### config.mk
export PLATFORM = sky130hd
export DESIGN_NAME = enemy_group
export DESIGN_NICKNAME = d
export VERILOG_FILES = /design/src/rtl/enemy_group.sv
export SDC_FILE = /design/constraint.sdc
export NUM_CORES = 1
export LEC_CHECK = 0
export BUFFER_PORTS_ARGS = -buffer_cell sky130_fd_sc_hd__buf_4
export CORE_MARGIN = 2
export CORE_UTILIZATION = 57
export DETAILED_ROUTE_END_ITERATION = 7
export PLACE_DENSITY = 0.72
export REMOVE_ABC_BUFFERS = 1
export SLEW_MARGIN = 20
export SYNTH_ARGS = -nofsm -noshare
export SYNTH_HDL_FRONTEND = slang
export SYNTH_SLANG_ARGS = --single-unit
### constraint.sdc
create_clock -name clk -period 12.5 [get_ports clk]
set_input_delay 0.625 -clock clk [delete_from_list [all_inputs] [get_ports clk]]
set_output_delay 0.625 -clock clk [all_outputs]
set_load 0.01 [all_outputs]
### src/rtl/enemy_group.sv
// rtl/enemy_group.sv - group of independently roaming enemies with hit, respawn and pixel output
//
// Purpose: each enemy steps through a maze of 16x16 tiles, picking a new
// direction at every tile boundary, either at random (shared LFSR) or toward
// the bomberman. It can be hit by an explosion, after which it respawns with a
// faster motion timer or dies permanently. Pixel outputs drive an external
// sprite ROM lookup.
//
// Ports:
//   clk             system clock, rising edge
//   reset           synchronous, active-low
//   display_on      video active; pixel outputs are 0 when low
//   x, y            current pixel coordinate
//   x_b, y_b        bomberman top-left coordinate
//   exp_on          explosion covers the current pixel
//   post_exp_active explosion phase still running
//   chase_en        allow bomberman-seeking direction choice
//   enemy_on        pixel lies inside an alive enemy tile
//   enemy_sel       index of the enemy owning the pixel
//   sprite_addr     enemy sprite ROM address for the pixel
//   enemy_hit       per-enemy flag, high while that enemy is hit
//   bm_collide      bomberman box overlaps an active enemy
//   alive_cnt       number of enemies not dead
//   all_dead        no enemy left alive
module enemy_group #(
  parameter int NUM_ENEMIES = 2,
  parameter int TIMER_MAX   = 4000000,
  parameter int TIMER_STEP  = 400000,
  parameter int TIMER_MIN   = 400000,
  parameter int RESPAWN     = 1
) (
  input  logic                   clk,
  input  logic                   reset,
  input  logic                   display_on,
  input  logic [9:0]             x,
  input  logic [9:0]             y,
  input  logic [9:0]             x_b,
  input  logic [9:0]             y_b,
  input  logic                   exp_on,
  input  logic                   post_exp_active,
  input  logic                   chase_en,
  output logic                   enemy_on,
  output logic [1:0]             enemy_sel,
  output logic [11:0]            sprite_addr,
  output logic [NUM_ENEMIES-1:0] enemy_hit,
  output logic                   bm_collide,
  output logic [2:0]             alive_cnt,
  output logic                   all_dead
);

  localparam int TW = (TIMER_MAX < 2) ? 1 : $clog2(TIMER_MAX + 1);
  localparam logic [9:0] X_WALL_L = 10'd48;
  localparam logic [9:0] Y_WALL_U = 10'd31;
  localparam logic [9:0] START_Y  = 10'd191;

  typedef enum logic [2:0] {
    S_IDLE, S_MOVE, S_GET_DIR, S_CHECK_DIR, S_HIT, S_DEAD
  } state_t;

  typedef enum logic [1:0] {
    DIR_U = 2'd0, DIR_D = 2'd1, DIR_L = 2'd2, DIR_R = 2'd3
  } dir_t;

  state_t        state_q   [NUM_ENEMIES];
  state_t        state_d   [NUM_ENEMIES];
  dir_t          dir_q     [NUM_ENEMIES];
  dir_t          dir_d     [NUM_ENEMIES];
  logic [9:0]    xe_q      [NUM_ENEMIES];
  logic [9:0]    xe_d      [NUM_ENEMIES];
  logic [9:0]    ye_q      [NUM_ENEMIES];
  logic [9:0]    ye_d      [NUM_ENEMIES];
  logic [3:0]    mcnt_q    [NUM_ENEMIES];
  logic [3:0]    mcnt_d    [NUM_ENEMIES];
  logic [TW-1:0] timer_q   [NUM_ENEMIES];
  logic [TW-1:0] timer_d   [NUM_ENEMIES];
  logic [TW-1:0] limit_q   [NUM_ENEMIES];
  logic [TW-1:0] limit_d   [NUM_ENEMIES];
  logic          blocked_q [NUM_ENEMIES];
  logic          blocked_d [NUM_ENEMIES];
  logic [7:0]    offset_q  [NUM_ENEMIES];
  logic [7:0]    offset_d  [NUM_ENEMIES];
  logic [15:0]   lfsr_q;
  logic [15:0]   lfsr_d;
  logic [2:0]    alive_v;

  function automatic logic [9:0] start_x(input int i);
    return 10'(48 + 16 * (10 + 2 * i));
  endfunction

  function automatic logic [9:0] absdiff(input logic [9:0] a, input logic [9:0] b);
    return (a >= b) ? (a - b) : (b - a);
  endfunction

  function automatic logic in_tile(input logic [9:0] px, input logic [9:0] py,
                                   input logic [9:0] ex, input logic [9:0] ey);
    return (px >= ex) && (py >= ey) && ((px - ex) < 10'd16) && ((py - ey) < 10'd16);
  endfunction

  // Sprite sheet row offset: three walking frames per facing, left reuses the
  // right frames mirrored horizontally at address time.
  function automatic logic [7:0] row_offset(input state_t s, input dir_t d,
                                            input logic [3:0] mc);
    logic [7:0] base;
    logic [7:0] frame;
    base  = 8'd48;
    frame = 8'd0;
    if (d == DIR_U) base = 8'd0;
    else if (d == DIR_D) base = 8'd96;
    if (mc[3:2] == 2'd1) frame = 8'd16;
    else if (mc[3:2] == 2'd3) frame = 8'd32;
    return (s == S_HIT) ? 8'd144 : (base + frame);
  endfunction

  always_comb begin
    logic [5:0] r;
    logic [5:0] tx;
    logic [5:0] ty;
    logic       blk;
    logic [9:0] ax;
    logic [9:0] ay;
    r      = '0;
    tx     = '0;
    ty     = '0;
    blk    = 1'b0;
    ax     = '0;
    ay     = '0;
    lfsr_d = {lfsr_q[14:0], lfsr_q[15] ^ lfsr_q[13] ^ lfsr_q[12] ^ lfsr_q[10]};
    for (int i = 0; i < NUM_ENEMIES; i++) begin
      state_d[i]   = state_q[i];
      dir_d[i]     = dir_q[i];
      xe_d[i]      = xe_q[i];
      ye_d[i]      = ye_q[i];
      mcnt_d[i]    = mcnt_q[i];
      timer_d[i]   = timer_q[i];
      limit_d[i]   = limit_q[i];
      blocked_d[i] = blocked_q[i];
      offset_d[i]  = row_offset(state_q[i], dir_q[i], mcnt_q[i]);
      // Each enemy sees the LFSR rotated by its own nibble so their choices decorrelate.
      r = 6'((lfsr_q << (4 * i)) | (lfsr_q >> (16 - 4 * i)));

      case (state_q[i])
        S_IDLE: begin
          if (exp_on && in_tile(x, y, xe_q[i], ye_q[i])) begin
            state_d[i] = S_HIT;
            timer_d[i] = '0;
          end else if (timer_q[i] == limit_q[i]) begin
            timer_d[i] = '0;
            if (mcnt_q[i] == 4'd15) begin
              mcnt_d[i]  = 4'd0;
              state_d[i] = S_GET_DIR;
            end else begin
              mcnt_d[i]  = mcnt_q[i] + 4'd1;
              state_d[i] = S_MOVE;
            end
          end else begin
            timer_d[i] = timer_q[i] + TW'(1);
          end
        end
        S_MOVE: begin
          case (dir_q[i])
            DIR_U:   ye_d[i] = ye_q[i] - 10'd1;
            DIR_D:   ye_d[i] = ye_q[i] + 10'd1;
            DIR_L:   xe_d[i] = xe_q[i] - 10'd1;
            default: xe_d[i] = xe_q[i] + 10'd1;
          endcase
          state_d[i] = S_IDLE;
        end
        S_GET_DIR: begin
          if (chase_en && r[5]) begin
            ax = absdiff(x_b, xe_q[i]);
            ay = absdiff(y_b, ye_q[i]);
            // Equal distances favour the horizontal axis.
            if (ax >= ay) dir_d[i] = (x_b > xe_q[i]) ? DIR_R : DIR_L;
            else          dir_d[i] = (y_b > ye_q[i]) ? DIR_D : DIR_U;
          end else if ((r[4:2] == 3'd0) || blocked_q[i]) begin
            dir_d[i] = dir_t'(r[1:0]);
          end
          state_d[i] = S_CHECK_DIR;
        end
        S_CHECK_DIR: begin
          tx  = 6'((xe_q[i] - X_WALL_L) >> 4);
          ty  = 6'((ye_q[i] - Y_WALL_U) >> 4);
          blk = 1'b0;
          // Edge tests come before the +/-1 so a step off tile 0 cannot wrap.
          case (dir_q[i])
            DIR_U: begin blk = (ty == 6'd0);   ty = ty - 6'd1; end
            DIR_D: begin blk = (ty >= 6'd26);  ty = ty + 6'd1; end
            DIR_L: begin blk = (tx == 6'd0);   tx = tx - 6'd1; end
            default: begin blk = (tx >= 6'd32); tx = tx + 6'd1; end
          endcase
          if (tx[0] && ty[0]) blk = 1'b1;
          blocked_d[i] = blk;
          state_d[i]   = blk ? S_GET_DIR : S_MOVE;
        end
        S_HIT: begin
          if (!post_exp_active) begin
            if (RESPAWN != 0) begin
              state_d[i]   = S_IDLE;
              xe_d[i]      = start_x(i);
              ye_d[i]      = START_Y;
              dir_d[i]     = DIR_U;
              mcnt_d[i]    = 4'd0;
              timer_d[i]   = '0;
              blocked_d[i] = 1'b0;
              if (33'(limit_q[i]) >= 33'(TIMER_MIN) + 33'(TIMER_STEP))
                limit_d[i] = limit_q[i] - TW'(TIMER_STEP);
              else
                limit_d[i] = TW'(TIMER_MIN);
            end else begin
              state_d[i] = S_DEAD;
            end
          end
        end
        default: state_d[i] = S_DEAD;
      endcase
    end
  end

  always_ff @(posedge clk) begin
    if (!reset) begin
      lfsr_q <= 16'hACE1;
      for (int i = 0; i < NUM_ENEMIES; i++) begin
        state_q[i]   <= S_IDLE;
        dir_q[i]     <= DIR_U;
        xe_q[i]      <= start_x(i);
        ye_q[i]      <= START_Y;
        mcnt_q[i]    <= 4'd0;
        timer_q[i]   <= '0;
        limit_q[i]   <= TW'(TIMER_MAX);
        blocked_q[i] <= 1'b0;
        offset_q[i]  <= 8'd0;
      end
    end else begin
      lfsr_q    <= lfsr_d;
      state_q   <= state_d;
      dir_q     <= dir_d;
      xe_q      <= xe_d;
      ye_q      <= ye_d;
      mcnt_q    <= mcnt_d;
      timer_q   <= timer_d;
      limit_q   <= limit_d;
      blocked_q <= blocked_d;
      offset_q  <= offset_d;
    end
  end

  always_comb begin
    logic [3:0] col;
    enemy_on    = 1'b0;
    enemy_sel   = 2'd0;
    sprite_addr = 12'd0;
    enemy_hit   = '0;
    bm_collide  = 1'b0;
    alive_v     = 3'd0;
    col         = 4'd0;
    // Walk from the highest index down so the lowest overlapping enemy wins.
    for (int i = NUM_ENEMIES - 1; i >= 0; i--) begin
      if (state_q[i] != S_DEAD) alive_v = alive_v + 3'd1;
      enemy_hit[i] = (state_q[i] == S_HIT);
      if ((state_q[i] inside {S_IDLE, S_MOVE, S_GET_DIR, S_CHECK_DIR}) &&
          (absdiff(x_b, xe_q[i]) < 10'd16) && (absdiff(y_b, ye_q[i]) < 10'd16))
        bm_collide = 1'b1;
      if (display_on && (state_q[i] != S_DEAD) && in_tile(x, y, xe_q[i], ye_q[i])) begin
        enemy_on  = 1'b1;
        enemy_sel = 2'(i);
        col       = 4'(x - xe_q[i]);
        if (dir_q[i] == DIR_L) col = 4'd15 - col;
        sprite_addr = 12'(col) + ((12'(y - ye_q[i]) + 12'(offset_q[i])) << 4);
      end
    end
  end

  assign alive_cnt = alive_v;
  assign all_dead  = (alive_v == 3'd0);

endmodule

==> out/results.ini <==
[status]
status=finished clean

[hold_path]
holdPathStages=1
hold_end=lfsr_q[10]
min_path_type=flip-flop to flip-flop
worstHoldStart=lfsr_q[9]

[power]
p_leak_nw=7.47
seqPwrFrac=0.389
power.switching_mw=0.401
total_power_mw=1.33
irDropWorstVdd_v=0.0000832
swShare=0.302
comb_power_share=0.190
p_int_mw=0.926
power_density_mw_per_mm2=78.7
power_frac_clock=0.421

[timing]
finalMaxSlewViolations=0
tns_ps=0
hold_viol_final=0
min_period_ps=5120
timing.fmax_ghz=0.195
slew_headroom=0.279
setup-violations-final=0
rsz0062_at_grt=no
fin_crit_sh=0.409
finalClockSkew_ps=17.6
setup_ws_ps=7380
worst_pin_slew_ps=1070

[synth]
avgSynthCellArea_um2=7.88
ys_ff_latch=158
yosysTopAreaCell=dfxtp_1
synth_top_area_share=0.203
yosys_warnings=0
netlist_top_cells_area=dfxtp_1 (20%), ha_1 (16%), xnor2_1 (5.2%)
async_flop_share=0
synth-seq-area-share=0.203
synth_cell_types=91
ys.flop_type=dfxtp_1
synth_edf_count=0
syn_inst=1977
synth_area_mm2=0.0156

[clocking]
post_cts_buffers=0
cts-resized-gates=0
clock-root-buffer=clkbuf_16
cts.sinks=158
clkLatencyLatePin_ps=450
cts_max_level=4
cts_made_buffers=17
clockBufferDepth=2
cts_tree=yes
clk_pin_slew_ps=80
postCtsHoldBufs=0

[finish]
register_area_mm2=0.00316
layout.cells.non_filler=2349
area_growth_pct=8.18
multi_input_area_mm2=0.0115
layout-drive-gt1-share=0.0717
fillCellCount=2478
fin_nets=2264

[setup_path]
r2r_end=dir_q[0]
rrSetupSlack_ps=7450
critPathLaunchType=flip-flop
critical_path_arrival_ps=4490
critical_path_class=flip-flop to primary output
end_kind=primary output
crit_fanout=14
r2r_start=xe_q[0]
critPathRequiredTime_ps=11880
ff2ff_path_depth=18

[drt]
viasPerCell=6.17
num_vias=14500
drtIter0Drc=995
wl_um=44500
firstDrtPassIters=6
wire_per_inst_um=18.9
drc=0
drtAntennaViolNets=0

[floorplan]
pin_count=68
fp.dieW_um=169
core_area_mm2=0.0269
die_area_mm2=0.0287
die-height_um=169
fp-row-count=60
start_util=0.580

[placement]
place.gp.congestion=0.967
port_buffers=65
pre_cts_ws_ps=7220
placed_cells=2316
dp_hpwl_um=35000

[job]
cap_violations=0

[global_route]
grt_pass1_wl_um=71000
grt_pass1_vias=13700
grt_overflow_total=0
grt_max_degree=39
grtUsageTotal=0.310
antenna_found_initial=1

==> cells in the mapped netlist, drive strengths merged, types with 30 or more instances <==
cell type and number:
dfxtp 158, clkbuf 52, nand2b 30, inv 159
xor2 60, o21ai 91, a21oi 141, nor2 135
ha 194, fa 30, nor3 47, a21o 56
mux2i 38, nand3 61, nand2 175, xnor2 92
==> layout by cell type, fill, tap and decap left out, types with 17 or more instances in the layout <==
master and count:
o21ai_0 88, buf_4 74, a21o_1 56, nor3_1 47, a31oi_1 26, o22ai_1 19, xor2_1 60, a21oi_1 139
inv_1 159, nand2_1 175, nand3_1 61, and2_1 22, mux2i_1 38, nor4_1 19, nand4_1 24, o21a_1 17
o21bai_1 19, nor2_1 133, dfxtp_1 158, nor2b_1 17, o211ai_1 23, fa_1 30, clkbuf_16 17, ha_1 194
or3_1 23, nand2b_1 30, xnor2_1 92, and3_1 28
==> sequential cells by signal (all words and copies together), names as in the netlist <==
register	count
dir_q	4
ye_q	20
state_q	6
lfsr_q	16
xe_q	20
mcnt_q	8
timer_q	44
blocked_q	2
offset_q	8
limit_q	30
==> critical path, stage by stage, from the launching register on <==
cell      delay (ps)
dfxtp_1          540
ha_1             220
inv_1             60
fa_1             420
a211oi_1         270
o21bai_2         140
o311ai_2         300
o211a_1          530
mux2_1           420
a31oi_4          190
xnor2_1          120
nand4b_1         200
nor4b_1          330
a22o_1           190
buf_4            120
==> layer usage <==
| metal | track usage | share of wire |
|---|---|---|
| met1 | 0.415 | 0.45 |
| met2 | 0.518 | 0.46 |
| met3 | 0.0401 | 0.054 |
| met4 | 0.105 | 0.030 |
| met5 | 0 | 0 |
==> metrics by stage <==
step	hold WS (ps)	instance area, um^2	util
floorplan	386	15200	-
global placement	392	16200	0.604
detailed placement	391	16200	0.604
CTS	407	16800	0.627
global route	419	16800	0.627
finish	405	16900	0.627
==> power by group through the flow <==
stage	logic, mW	registers, mW	clock network (mW)
after global placement	0.243	0.527	0
after detailed placement	0.249	0.527	0
after CTS	0.250	0.516	0.563
after floorplan	0.174	0.526	0
after global routing	0.279	0.517	0.581
final	0.253	0.516	0.558
==> kinds of logic after synthesis <==
group	count (synthesis)	synth area share
AND/OR/NAND/NOR	637	0.204
AO/OA/AOI/OAI	524	0.224
buffers and inverters	237	0.0605
adder cells (fa/ha/maj)	224	0.194
flip-flops	158	0.203
XOR/XNOR	152	0.0855
multiplexers	44	0.0290
other	1	0.000241
==> how the worst max path moves through the flow <==
stage / start / to / slack (ps) / cells after the start
after floorplan: x_b[0] / dir_q[0] / 7730 / 19
after global placement: x_b[0] / dir_q[0] / 7310 / 20
after detailed placement: x_b[0] / dir_q[0] / 7220 / 20
after CTS: xe_q[0] / bm_collide / 7380 / 14
after global routing: xe_q[0] / dir_q[0] / 7090 / 18
final: xe_q[0] / bm_collide / 7380 / 14
==> final cells by class <==
class,count,area share
Sequential cell,158,0.188
Inverter,160,0.0356
Multi-Input combinational cell,1583,0.682
Timing Repair Buffer,74,0.0330
Clock buffer,19,0.0269
Tap cell,341,0.0253
Clock inverter,13,0.00898
Antenna cell,1,0.000148
No activity file was read; power rests on OpenSTA's default activity.
